--- src/rtl/load_store_unit_pkg.sv ---
// Shared load/store unit definitions: operation and state encodings, word mask, op classifiers.
package load_store_unit_pkg;

  typedef enum logic [2:0] {
    OP_NONE = 3'd0,
    OP_LW   = 3'd1,
    OP_LBU  = 3'd2,
    OP_SW   = 3'd3,
    OP_SB   = 3'd4
  } lsu_op_e;

  typedef enum logic [1:0] {
    ST_IDLE = 2'd0,
    ST_REQ  = 2'd1,
    ST_WAIT = 2'd2,
    ST_DONE = 2'd3
  } lsu_state_e;

  localparam logic [3:0] kWORD_MASK = 4'hF;

  // Undefined encodings (5..7) are treated like NONE.
  function automatic logic is_mem_op(lsu_op_e op);
    return (op == OP_LW) || (op == OP_LBU) || (op == OP_SW) || (op == OP_SB);
  endfunction

  function automatic logic is_store(lsu_op_e op);
    return (op == OP_SW) || (op == OP_SB);
  endfunction

  function automatic logic is_word_op(lsu_op_e op);
    return (op == OP_LW) || (op == OP_SW);
  endfunction

endpackage

--- src/rtl/load_store_unit_if.sv ---
// Data-memory port: valid/yumi request channel plus response-valid read channel.
interface load_store_unit_if;
  logic        v;
  logic [29:0] addr;
  logic        we;
  logic [3:0]  mask;
  logic [31:0] wdata;
  logic        yumi;
  logic        rsp_v;
  logic [31:0] rdata;

  modport master (output v, addr, we, mask, wdata, input yumi, rsp_v, rdata);
  modport slave  (input v, addr, we, mask, wdata, output yumi, rsp_v, rdata);
endinterface

--- src/rtl/load_store_unit_byte_lane.sv ---
// Combinational byte-lane steering: SB mask/replication and LBU byte extract with zero-extension.
module lsu_byte_lane
  import load_store_unit_pkg::*;
(
  input  lsu_op_e     op,
  input  logic [1:0]  byte_sel,
  input  logic [31:0] store_data,
  input  logic [31:0] rdata,
  output logic [3:0]  mask,
  output logic [31:0] wdata,
  output logic [31:0] load_data
);

  logic [7:0] rbyte [4];

  for (genvar gi = 0; gi < 4; gi++) begin : g_lane
    assign rbyte[gi] = rdata[8*gi +: 8];
  end

  always_comb begin
    mask      = kWORD_MASK;
    wdata     = store_data;
    load_data = rdata;
    if (op == OP_SB) begin
      mask  = 4'b0001 << byte_sel;
      wdata = {4{store_data[7:0]}};
    end
    if (op == OP_LBU) begin
      load_data = {24'h0, rbyte[byte_sel]};
    end
  end

endmodule

--- src/rtl/load_store_unit.sv ---
// Memory-stage LSU: one data-memory access at a time, stalls the core until it completes.
// Optional abort timer enabled by defining LSU_TIMEOUT_EN.
module load_store_unit
  import load_store_unit_pkg::*;
#(
  parameter int TIMEOUT_CYCLES = 255
) (
  input  logic        clk,
  input  logic        n_reset,
  input  logic        valid_i,
  input  lsu_op_e     op_i,
  input  logic [31:0] addr_i,
  input  logic [31:0] store_data_i,
  output logic        stall_o,
  output logic        load_v_o,
  output logic [31:0] load_data_o,
  output logic        err_o,
  load_store_unit_if.master mem
);

  lsu_state_e  state_reg, state_next;
  lsu_op_e     op_reg, op_next;
  logic [31:0] addr_reg, addr_next;
  logic [31:0] sdata_reg, sdata_next;
  logic [31:0] result_reg, result_next;
  logic        err_reg, err_next;
  logic [3:0]  lane_mask;
  logic [31:0] lane_wdata, lane_load;
  logic        timeout_hit;

  lsu_byte_lane u_byte_lane (
    .op        (op_reg),
    .byte_sel  (addr_reg[1:0]),
    .store_data(sdata_reg),
    .rdata     (mem.rdata),
    .mask      (lane_mask),
    .wdata     (lane_wdata),
    .load_data (lane_load)
  );

`ifdef LSU_TIMEOUT_EN
  localparam int CNT_W = ($clog2(TIMEOUT_CYCLES + 1) > 8) ? $clog2(TIMEOUT_CYCLES + 1) : 8;
  logic [CNT_W-1:0] cnt_reg, cnt_next;

  // Counter holds the number of REQ/WAIT cycles already spent before the current one.
  assign timeout_hit = (cnt_reg == CNT_W'(TIMEOUT_CYCLES - 1));

  always_comb begin
    cnt_next = cnt_reg;
    if (state_next == ST_REQ && state_reg != ST_REQ) begin
      cnt_next = '0;
    end else if (state_reg == ST_REQ || state_reg == ST_WAIT) begin
      cnt_next = cnt_reg + 1'b1;
    end
  end

  always_ff @(posedge clk or negedge n_reset) begin
    if (!n_reset) cnt_reg <= '0;
    else          cnt_reg <= cnt_next;
  end
`else
  assign timeout_hit = 1'b0;
`endif

  always_ff @(posedge clk or negedge n_reset) begin
    if (!n_reset) begin
      state_reg  <= ST_IDLE;
      op_reg     <= OP_NONE;
      addr_reg   <= '0;
      sdata_reg  <= '0;
      result_reg <= '0;
      err_reg    <= 1'b0;
    end else begin
      state_reg  <= state_next;
      op_reg     <= op_next;
      addr_reg   <= addr_next;
      sdata_reg  <= sdata_next;
      result_reg <= result_next;
      err_reg    <= err_next;
    end
  end

  always_comb begin
    state_next  = state_reg;
    op_next     = op_reg;
    addr_next   = addr_reg;
    sdata_next  = sdata_reg;
    result_next = result_reg;
    err_next    = err_reg;
    case (state_reg)
      ST_IDLE: begin
        if (valid_i && is_mem_op(op_i)) begin
          op_next     = op_i;
          addr_next   = addr_i;
          sdata_next  = store_data_i;
          result_next = '0;
          err_next    = is_word_op(op_i) && (addr_i[1:0] != 2'b00);
          state_next  = err_next ? ST_DONE : ST_REQ;
        end
      end
      // A handshake landing on the last allowed cycle wins over the abort.
      ST_REQ: begin
        if (mem.yumi) begin
          state_next = is_store(op_reg) ? ST_DONE : ST_WAIT;
        end else if (timeout_hit) begin
          state_next = ST_DONE;
          err_next   = 1'b1;
        end
      end
      ST_WAIT: begin
        if (mem.rsp_v) begin
          result_next = lane_load;
          state_next  = ST_DONE;
        end else if (timeout_hit) begin
          state_next = ST_DONE;
          err_next   = 1'b1;
        end
      end
      default: state_next = ST_IDLE;
    endcase
  end

  always_comb begin
    stall_o     = 1'b1;
    load_v_o    = 1'b0;
    err_o       = 1'b0;
    load_data_o = '0;
    mem.v       = 1'b0;
    mem.addr    = '0;
    mem.we      = 1'b0;
    mem.mask    = '0;
    mem.wdata   = '0;
    case (state_reg)
      ST_IDLE: stall_o = n_reset && valid_i && is_mem_op(op_i);
      ST_REQ: begin
        mem.v     = 1'b1;
        mem.addr  = addr_reg[31:2];
        mem.we    = is_store(op_reg);
        mem.mask  = lane_mask;
        mem.wdata = lane_wdata;
      end
      ST_DONE: begin
        stall_o     = 1'b0;
        load_v_o    = 1'b1;
        err_o       = err_reg;
        load_data_o = result_reg;
      end
      default: stall_o = 1'b1;
    endcase
  end

endmodule

--- src/flat_wrapper.sv ---
// flat-port wrapper written by rule: the top's interface ports become plain ports
module load_store_unit_flat import load_store_unit_pkg::*;
#(
  parameter int TIMEOUT_CYCLES = 255
)
  (clk, n_reset, valid_i, op_i, addr_i, store_data_i, stall_o, load_v_o, load_data_o, err_o, mem_v, mem_addr, mem_we, mem_mask, mem_wdata, mem_yumi, mem_rsp_v, mem_rdata);
  load_store_unit_if mem_i ();
  input  logic clk;
  input  logic n_reset;
  input  logic valid_i;
  input  lsu_op_e op_i;
  input  logic [31:0] addr_i;
  input  logic [31:0] store_data_i;
  output logic stall_o;
  output logic load_v_o;
  output logic [31:0] load_data_o;
  output logic err_o;
  output wire logic [$bits(mem_i.v)-1:0] mem_v;
  output wire logic [$bits(mem_i.addr)-1:0] mem_addr;
  output wire logic [$bits(mem_i.we)-1:0] mem_we;
  output wire logic [$bits(mem_i.mask)-1:0] mem_mask;
  output wire logic [$bits(mem_i.wdata)-1:0] mem_wdata;
  input wire logic [$bits(mem_i.yumi)-1:0] mem_yumi;
  input wire logic [$bits(mem_i.rsp_v)-1:0] mem_rsp_v;
  input wire logic [$bits(mem_i.rdata)-1:0] mem_rdata;
  assign mem_v = mem_i.v;
  assign mem_addr = mem_i.addr;
  assign mem_we = mem_i.we;
  assign mem_mask = mem_i.mask;
  assign mem_wdata = mem_i.wdata;
  assign mem_i.yumi = mem_yumi;
  assign mem_i.rsp_v = mem_rsp_v;
  assign mem_i.rdata = mem_rdata;
  load_store_unit #(.TIMEOUT_CYCLES(TIMEOUT_CYCLES)) u_core (.clk(clk), .n_reset(n_reset), .valid_i(valid_i), .op_i(op_i), .addr_i(addr_i), .store_data_i(store_data_i), .stall_o(stall_o), .load_v_o(load_v_o), .load_data_o(load_data_o), .err_o(err_o), .mem(mem_i));
endmodule
--- config.mk ---
export PLATFORM = sky130hd
export DESIGN_NAME = load_store_unit_flat
export DESIGN_NICKNAME = d
export VERILOG_FILES = /design/src/rtl/load_store_unit_pkg.sv /design/src/rtl/load_store_unit_if.sv /design/src/rtl/load_store_unit_byte_lane.sv /design/src/rtl/load_store_unit.sv /design/src/flat_wrapper.sv
export SDC_FILE = /design/constraint.sdc
export NUM_CORES = 1
export LEC_CHECK = 0
export ABC_AREA = 1
export BUFFER_PORTS_ARGS = -buffer_cell sky130_fd_sc_hd__buf_2
export CAP_MARGIN = 20
export CORE_UTILIZATION = 31
export CTS_BUF_LIST = sky130_fd_sc_hd__clkbuf_8
export DETAILED_ROUTE_END_ITERATION = 10
export SLEW_MARGIN = 0
export SYNTH_ARGS = -nofsm -noshare
export SYNTH_HDL_FRONTEND = slang
export SYNTH_HIERARCHICAL = 1
export SYNTH_SLANG_ARGS = --single-unit
--- constraint.sdc ---
create_clock -name clk -period 2.1 [get_ports clk]
set_input_delay 0.105 -clock clk [delete_from_list [all_inputs] [get_ports clk]]
set_output_delay 0.105 -clock clk [all_outputs]
set_load 0.03 [all_outputs]
Word level (Yosys, flattened, before mapping):

Cells that the tools add are included.

* word-level logic and storage cells: 61
* flip-flop bits (word level): 102
* output and inout port bits: 103

* magnitude comparators: 1
* bitwise logic cells: 1
* shifts and indexed selects: 1
* muxes and demuxes: 24
* reduce and logical (&&, ||, !) cells: 15
* equal/unequal tests: 13

Operators with widths (count)
* $mux 32: 6
* $pmux 32 s2: 1
* $mux 30: 1
* $bmux 8 s2: 1
* $mux 8: 2
* $eq 3x2->1 const B: 4
* $mux 2: 4
* $mux 4: 2
* $eq 3x3->1 const B: 2
* $pmux 2 s3: 1
* $reduce_and 3->1: 2
* $logic_or 1x1->1: 5
* $mux 1: 5
* $eq 2x2->1 const B: 2
* $logic_and 1x1->1: 4
* $ne 2x2->1 const B: 2
* $reduce_bool 2->1: 2
* $shl 1x2->4 const A: 1
* $eq 3x1->1 const B: 1
* $ge 3x3->1 const B: 1
* $not 2->3: 1
* $eq 2x1->1 const B: 1
* $logic_not 2->1: 1
* $ne 2x1->1 const B: 1
* 2 further kinds: 2

Depth between registers and ports, before layout:

Gate-level depths: netlist (run 1).

* word-level depth: 7
* gate-level depth with buffers: 10

Modules after synthesis:

Netlist (run 1), hierarchy kept.

Modules (own cells, without submodules)
* load_store_unit: cells each 677, area each 4978.5 sq um, times used 1
* lsu_byte_lane: cells each 196, area each 905.9 sq um, times used 1

Worst setup path before layout (run 1):

OpenSTA, ideal clock, no wires.

* kind: reg2out
* start point: register u_core.state_reg[1]
* end point: output port mem_addr[10]
* cell stages (with the launch flop): 7
* arrival time: 1660 ps
* slack: 335 ps
* buffers on the path: 2
* data required time: 1995 ps
* cell sequence: dfrtp_1 inv_1 ha_1 buf_2 buf_1 nand2_1 inv_1

* cells in the longest elaborated chain, start to end: 2

Ends and longest elaborated chain
* from (decl): line load_store_unit.sv:21 `lsu_state_e state_reg, state_next;`
* from (signal assigned): line load_store_unit.sv:74 `state_reg <= state_next;`
* $eq 2x1->1: line load_store_unit.sv:133 `case (state_reg)`
* $mux 30: line load_store_unit.sv:133
* to (decl): line flat_wrapper.sv:19 `output wire logic [$bits(mem_i.addr)-1:0] mem_addr;`

No other way between the ends.

Worst setup path in the final report (run 1):

* start point: register u_core.op_reg[0]
* end point: output port mem_wdata[16]

* cells in the longest elaborated chain, start to end: 3

Ends and longest elaborated chain
* from (decl): line load_store_unit.sv:22 `lsu_op_e op_reg, op_next;`
* from (signal assigned): line load_store_unit.sv:75 `op_reg <= op_next;`
* $eq 3x3->1: line load_store_unit_byte_lane.sv:24 `if (op == OP_SB) begin`
* $mux 32: line load_store_unit_byte_lane.sv:24
* named net u_core.lane_wdata[16]: line load_store_unit.sv:28 `logic [31:0] lane_wdata, lane_load;`
* $mux 32: line load_store_unit.sv:133
* to (decl): line flat_wrapper.sv:22 `output wire logic [$bits(mem_i.wdata)-1:0] mem_wdata;`

The timed path passes the listed nets, and every way through them passes these cells.

==> out/qor.csv, run 1 <==
metric;value;unit
status;finished clean;
arrival;1.83;ns
drive_gt1_frac;0.225;
min_from;mem_rdata[0];
syn-num-nets;981;
dp.cells;1267;
wire_per_inst;13.0;microns
yosysSeqAreaShare;0.434;
endpoint_kind;output pin;
cap_violations;0;
r2r_slack;0.30;ns
core_area;18600;sq um
crit_type;reg2out;
syn_area;5880;sq um
grt_overflow;0;
hp-class;in2reg;
crit_path_cell_trace;buf_4 > o21ai_0 > nand2_1 > nand2_1 > inv_1 > buf_2;
whs_endpoint;u_core/result_reg[0];
skew;0.0109;ns
maxSlewHeadroom;0.614;
p_total;10.3;mW
seqCellArea;2560;sq um
drv_slew;0;
syn_avg_cell_area;6.74;sq um
synth_cells;873;
timing.rr.end;u_core/sdata_reg[5];
rsz0062_at_grt;false;
antenna_found_initial;0;
cp-start-kind;flip-flop;
cts-root-buf;clkbuf_8;
grt_pass1_wl;29.0;mm
max_stage_delay;0.51;ns
ff2ff_path_depth;6;
initial_core_util;0.316;
detailed_place_hpwl;11.7;mm
finalCritPeriodShare;0.919;
dr.pass1.iters;4;
clk_latency;0.39;ns
rows;50;
io_buffers;206;
stdcell_count;1353;
num_vias;5994;
setup_viol;0;
fill_cells;1939;
post_synth_num_cell_types;24;
leakage;5.28;nW
crit_slowest_cell;dfrtp_2;
worst_r2r_startpoint;u_core/state_reg[0];
htreeDepth;3;
final_common_cell;nand2_1;
worstMarginPinSlew;0.578;ns
syn_to_final_growth;35.0;%
path_clk_slew;0.11;ns
min_period;1.93;ns
grt_start_max_net_pins;137;
grt_pass1_vias;5722;
die_h;140;microns
setup_tns;0;ns
fp.dieW;140;microns
cts_buffers;9;
cts_tree;built;
crit_path_frequent_cell;nand2_1;
drt_wl_total;17.6;mm
drc;0;
numClockSinks;102;
crit_required;2.00;ns
ir_worst_vdd;0.720;mV
nNetsFinal;1221;
crit_fanout;24;
fmax;0.518;GHz
gp_congestion;0.835;
mostFrequentLayoutCells;nand2_1 (299), buf_2 (205), inv_1 (203);
vias_per_cell;4.43;
synth_warnings;6;
track_usage;0.187;
synth_seq_cells;102;
multi_input_area;2250;sq um
power.density;1300;nW/um^2
crit_buf_inv;3;
dieArea;19500;sq um
cp_top_family;flip-flops;
clock_path_buffers;2;
final_antenna_net_count;0;
first_iter_violations;360;
holdPathStages;5;
hold_violations;0;
io_pins;207;
-- how the worst max path moves through the flow --
| stage | start | end | cells past startpoint |
|---|---|---|---|
| final | u_core/op_reg[0] | mem_wdata[16] | 6 |
| after global placement | u_core/op_reg[1] | mem_wdata[14] | 8 |
| after global routing | u_core/op_reg[1] | mem_mask[3] | 8 |
| after CTS | u_core/op_reg[1] | mem_wdata[14] | 8 |
| after detailed placement | u_core/op_reg[1] | mem_wdata[14] | 8 |
| after floorplan | u_core/state_reg[1] | mem_addr[10] | 6 |
-- logic make-up after synthesis --
group,count (synthesis),share of synthesized area
simple gates,402,0.280
buf+inv,263,0.190
compound gates,102,0.0882
flops,102,0.434
fa+ha+maj,4,0.00851
-- tightest hold or removal path, stage by stage --
cell     delay [ns]
buf_2          0.07
nand2_1        0.04
nand2_1        0.05
nand3_1        0.07
nand2_1        0.05
-- synthesized netlist by cell type --
| cell | count | area share |
|---|---|---|
| nand2_1 | 299 | 0.19 |
| nand4_2 | 1 | 0.0021 |
| clkbuf_2 | 1 | 0.00085 |
| buf_2 | 15 | 0.013 |
| o21ai_1 | 31 | 0.026 |
| nand2_4 | 1 | 0.0019 |
| nand3_1 | 68 | 0.058 |
| buf_4 | 13 | 0.017 |
| nor2_1 | 28 | 0.018 |
| clkbuf_1 | 18 | 0.011 |
| nor3_4 | 1 | 0.0028 |
| buf_6 | 8 | 0.015 |
| inv_1 | 204 | 0.13 |
| o21ai_2 | 1 | 0.0015 |
| buf_1 | 4 | 0.0026 |
| nand2_2 | 1 | 0.0011 |
| nand3_2 | 1 | 0.0017 |
| nor2_4 | 1 | 0.0019 |
| a21oi_2 | 1 | 0.0015 |
| ha_1 | 4 | 0.0085 |
| o22ai_1 | 1 | 0.0011 |
| dfrtp_1 | 102 | 0.43 |
| o21ai_0 | 68 | 0.058 |
| nand3b_2 | 1 | 0.0019 |
-- layer usage --
metal,wire length (microns),up-vias,global-route usage
met5,0,-,0
met4,244,0,0.0440
met3,1240,17,0.0516
met2,8200,207,0.307
met1,7940,2727,0.243
li1,-,3043,-
-- report_power, final --
group	internal [mW]	total (mW)	switching [mW]
combinational	1.71	5.43	3.72
sequential	2.87	3.49	0.619
clock	0.580	1.37	0.794
-- layout make-up --
type                            count  share of cell area
Clock buffer                        9              0.0156
Antenna cell                        1            0.000315
Clock inverter                      7              0.0107
Tap cell                          234              0.0369
Sequential cell                   102               0.322
Multi-Input combinational cell    509               0.284
Timing Repair Buffer              287               0.235
Inverter                          204              0.0967
-- what timing repair did --
item / CTS / global route
hold buffers: 67 / 0
endpoints found under the hold margin: 168 / 0
gates cloned: 1 / 0
setup buffers: 1 / 0
setup endpoints to repair: 24 / 48
resized for setup: 0 / 8
pin swaps: 1 / 2
-- through the flow --
stage	instance area (sq um)	hold slack, ns	setup WS, ns	util
after CTS	7910	0.00258	0.00416	0.424
final	7940	0.0330	0.169	0.426
after detailed placement	7020	0.289	0.356	0.377
after global routing	7940	0.0201	0.00103	0.426
after global placement	7020	0.309	0.383	0.377
after floorplan	5880	-0.191	0.335	-
Note: power is estimated with default switching activity, not from simulation.
==> inputs of run 2 (changes only) <==
--- a/config.mk
+++ b/config.mk
@@ -6,11 +6,13 @@
 export NUM_CORES = 1
 export LEC_CHECK = 0
 export ABC_AREA = 1
-export BUFFER_PORTS_ARGS = -buffer_cell sky130_fd_sc_hd__buf_2
 export CAP_MARGIN = 20
+export CORE_ASPECT_RATIO = 1.2
 export CORE_UTILIZATION = 31
 export CTS_BUF_LIST = sky130_fd_sc_hd__clkbuf_8
 export DETAILED_ROUTE_END_ITERATION = 10
+export DONT_BUFFER_PORTS = 1
+export SKIP_CTS_REPAIR_TIMING = 1
 export SLEW_MARGIN = 0
 export SYNTH_ARGS = -nofsm -noshare
 export SYNTH_HDL_FRONTEND = slang
==> out/qor.csv, run 2 (same netlist as run 1, synthesis figures left out) <==
metric;value;unit;change
first_iter_violations;312;;-13%
htreeDepth;3;;unchanged
n_antenna_cell;0;;-1
drt_wl_total;17.4;mm;-1.5%
fp.dieW;128;microns;-8.6%
drc;0;;unchanged
core_area;18400;sq um;-1.4%
path_clk_slew;0.11;ns;about the same
hold_violations;102;;+102
cap_violations;0;;unchanged
nNetsFinal;1054;;-14%
io_pins;207;;unchanged
final_antenna_net_count;0;;unchanged
hp-class;in2async;;
syn_to_final_growth;22.5;%;
clk_latency;0.37;ns;-0.02 ns
crit_slowest_cell;dfrtp_1;;
grt_start_max_net_pins;137;;unchanged
power.density;1330;nW/um^2;+2.9%
violations;negative hold slack;;
gp_congestion;0.784;;-6.1%
cp-start-kind;flip-flop;;
crit_type;reg2out;;
place_area;6070;sq um;-14%
fmax;0.507;GHz;-2.0%
status;complete, but fails checks;;
crit_path_cell_trace;buf_4 > o21ai_1 > nand2_1 > nand2_1 > inv_1;;
die_h;153;microns;+9.4%
dr.pass1.iters;5;;+1
ir_worst_vdd;0.543;mV;-24%
endpoint_kind;output pin;;
io_buffers;0;;-100%
crit_required;2.00;ns;about the same
rows;54;;+8.0%
max_stage_delay;0.58;ns;+0.07 ns
drv_slew;0;;unchanged
min_period;1.97;ns;+0.0399 ns
crit_fanout;25;;+4.2%
dieArea;19500;sq um;about the same
setup_viol;0;;unchanged
antenna_found_initial;0;;unchanged
track_usage;0.161;;-0.0256
clock_path_buffers;2;;unchanged
grt_overflow;0;;unchanged
skew;0.00754;ns;-0.00337 ns
maxSlewHeadroom;0.629;;+0.0144
numClockSinks;102;;unchanged
detailed_place_hpwl;11.0;mm;-5.9%
grt_pass1_wl;24.5;mm;-15%
initial_core_util;0.320;;+0.00456
grt_pass1_vias;4651;;-19%
final_core_util;0.392;;-0.0337
hold_slack;-0.587;ns;-0.620 ns
final_common_cell;nand2_1;;
cts_tree;built;;
finalCritPeriodShare;0.938;;+0.0190
leakage;4.47;nW;-15%
worstMarginPinSlew;0.557;ns;-0.0216 ns
crit_path_frequent_cell;nand2_1;;
arrival;1.87;ns;+0.04 ns
fin_area;7210;sq um;-9.2%
ff2ff_path_depth;6;;unchanged
mostFrequentLayoutCells;nand2_1 (299), inv_1 (202), dfrtp_1 (102);;
p_total;9.61;mW;-6.6%
vias_per_cell;4.53;;+2.1%
cts-root-buf;clkbuf_8;;
drive_gt1_frac;0.0568;;-0.168
num_vias;5444;;-9.2%
wire_per_inst;14.4;microns;+11%
cts_buffers;9;;unchanged
## run 2: changes by cell type in the layout (fill, tap and decap cells not counted), sizes merged
cell         delta
buf           -195
bufinv          -1
clkinv          +2
clkinvlp        +1
diode           -1
dlygate4sd3    +28
inv             -2
## run 2: worst max-delay path, delay by kind of cell, from the launching register on
kind	cells	cell delay (ns)
flip-flops	1	0.58
AND/OR/NAND/NOR	2	0.23
AO/OA/AOI/OAI	1	0.13
buffers and inverters	2	0.56
## run 2: worst paths after layout
check | startpoint | end | slack [ns]
hold reg to reg | u_core/result_reg[5] | u_core/result_reg[5] | 0.49
max in group asynchronous | n_reset | u_core/state_reg[1] | 2.49
hold / removal | n_reset | u_core/result_reg[30] | -0.59
setup reg to reg | u_core/state_reg[0] | u_core/sdata_reg[26] | 0.34
setup / recovery | u_core/op_reg[0] | mem_wdata[23] | 0.13
min in group clk | mem_rdata[7] | u_core/result_reg[7] | 0.01
## run 2: per-stage QoR
stage / worst slack (ns) / TNS, ns / cells
floorplan: 0.335 / 0 / 873
global placement: 0.418 / 0 / 1090
detailed placement: 0.384 / 0 / 1090
CTS: 0.0204 / 0 / 1106
global route: -0.0147 / -0.0147 / 1203
finish: 0.129 / 0 / 1203
## run 2: report_power, final
group | internal (mW) | total, mW | leakage (nW) | switching [mW]
clock | 0.447 | 1.19 | 0.0906 | 0.746
sequential | 2.86 | 3.45 | 1.30 | 0.584
combinational | 1.34 | 4.97 | 3.08 | 3.63
total | 4.66 | 9.61 | 4.47 | 4.96
## run 2: layout make-up
type,count,area [sq um]
Multi-Input combinational cell,509,2230
Timing Repair Buffer,120,1160
Fill cell,1903,11200
Tap cell,252,315
Sequential cell,102,2550
Clock inverter,7,56.3
Clock buffer,9,124
Inverter,204,766
## run 2: layer usage
metal  share of wire  GRT usage
met1            0.43      0.199
met5               0          0
met3           0.063     0.0476
met4          0.0097     0.0370
met2            0.50      0.275
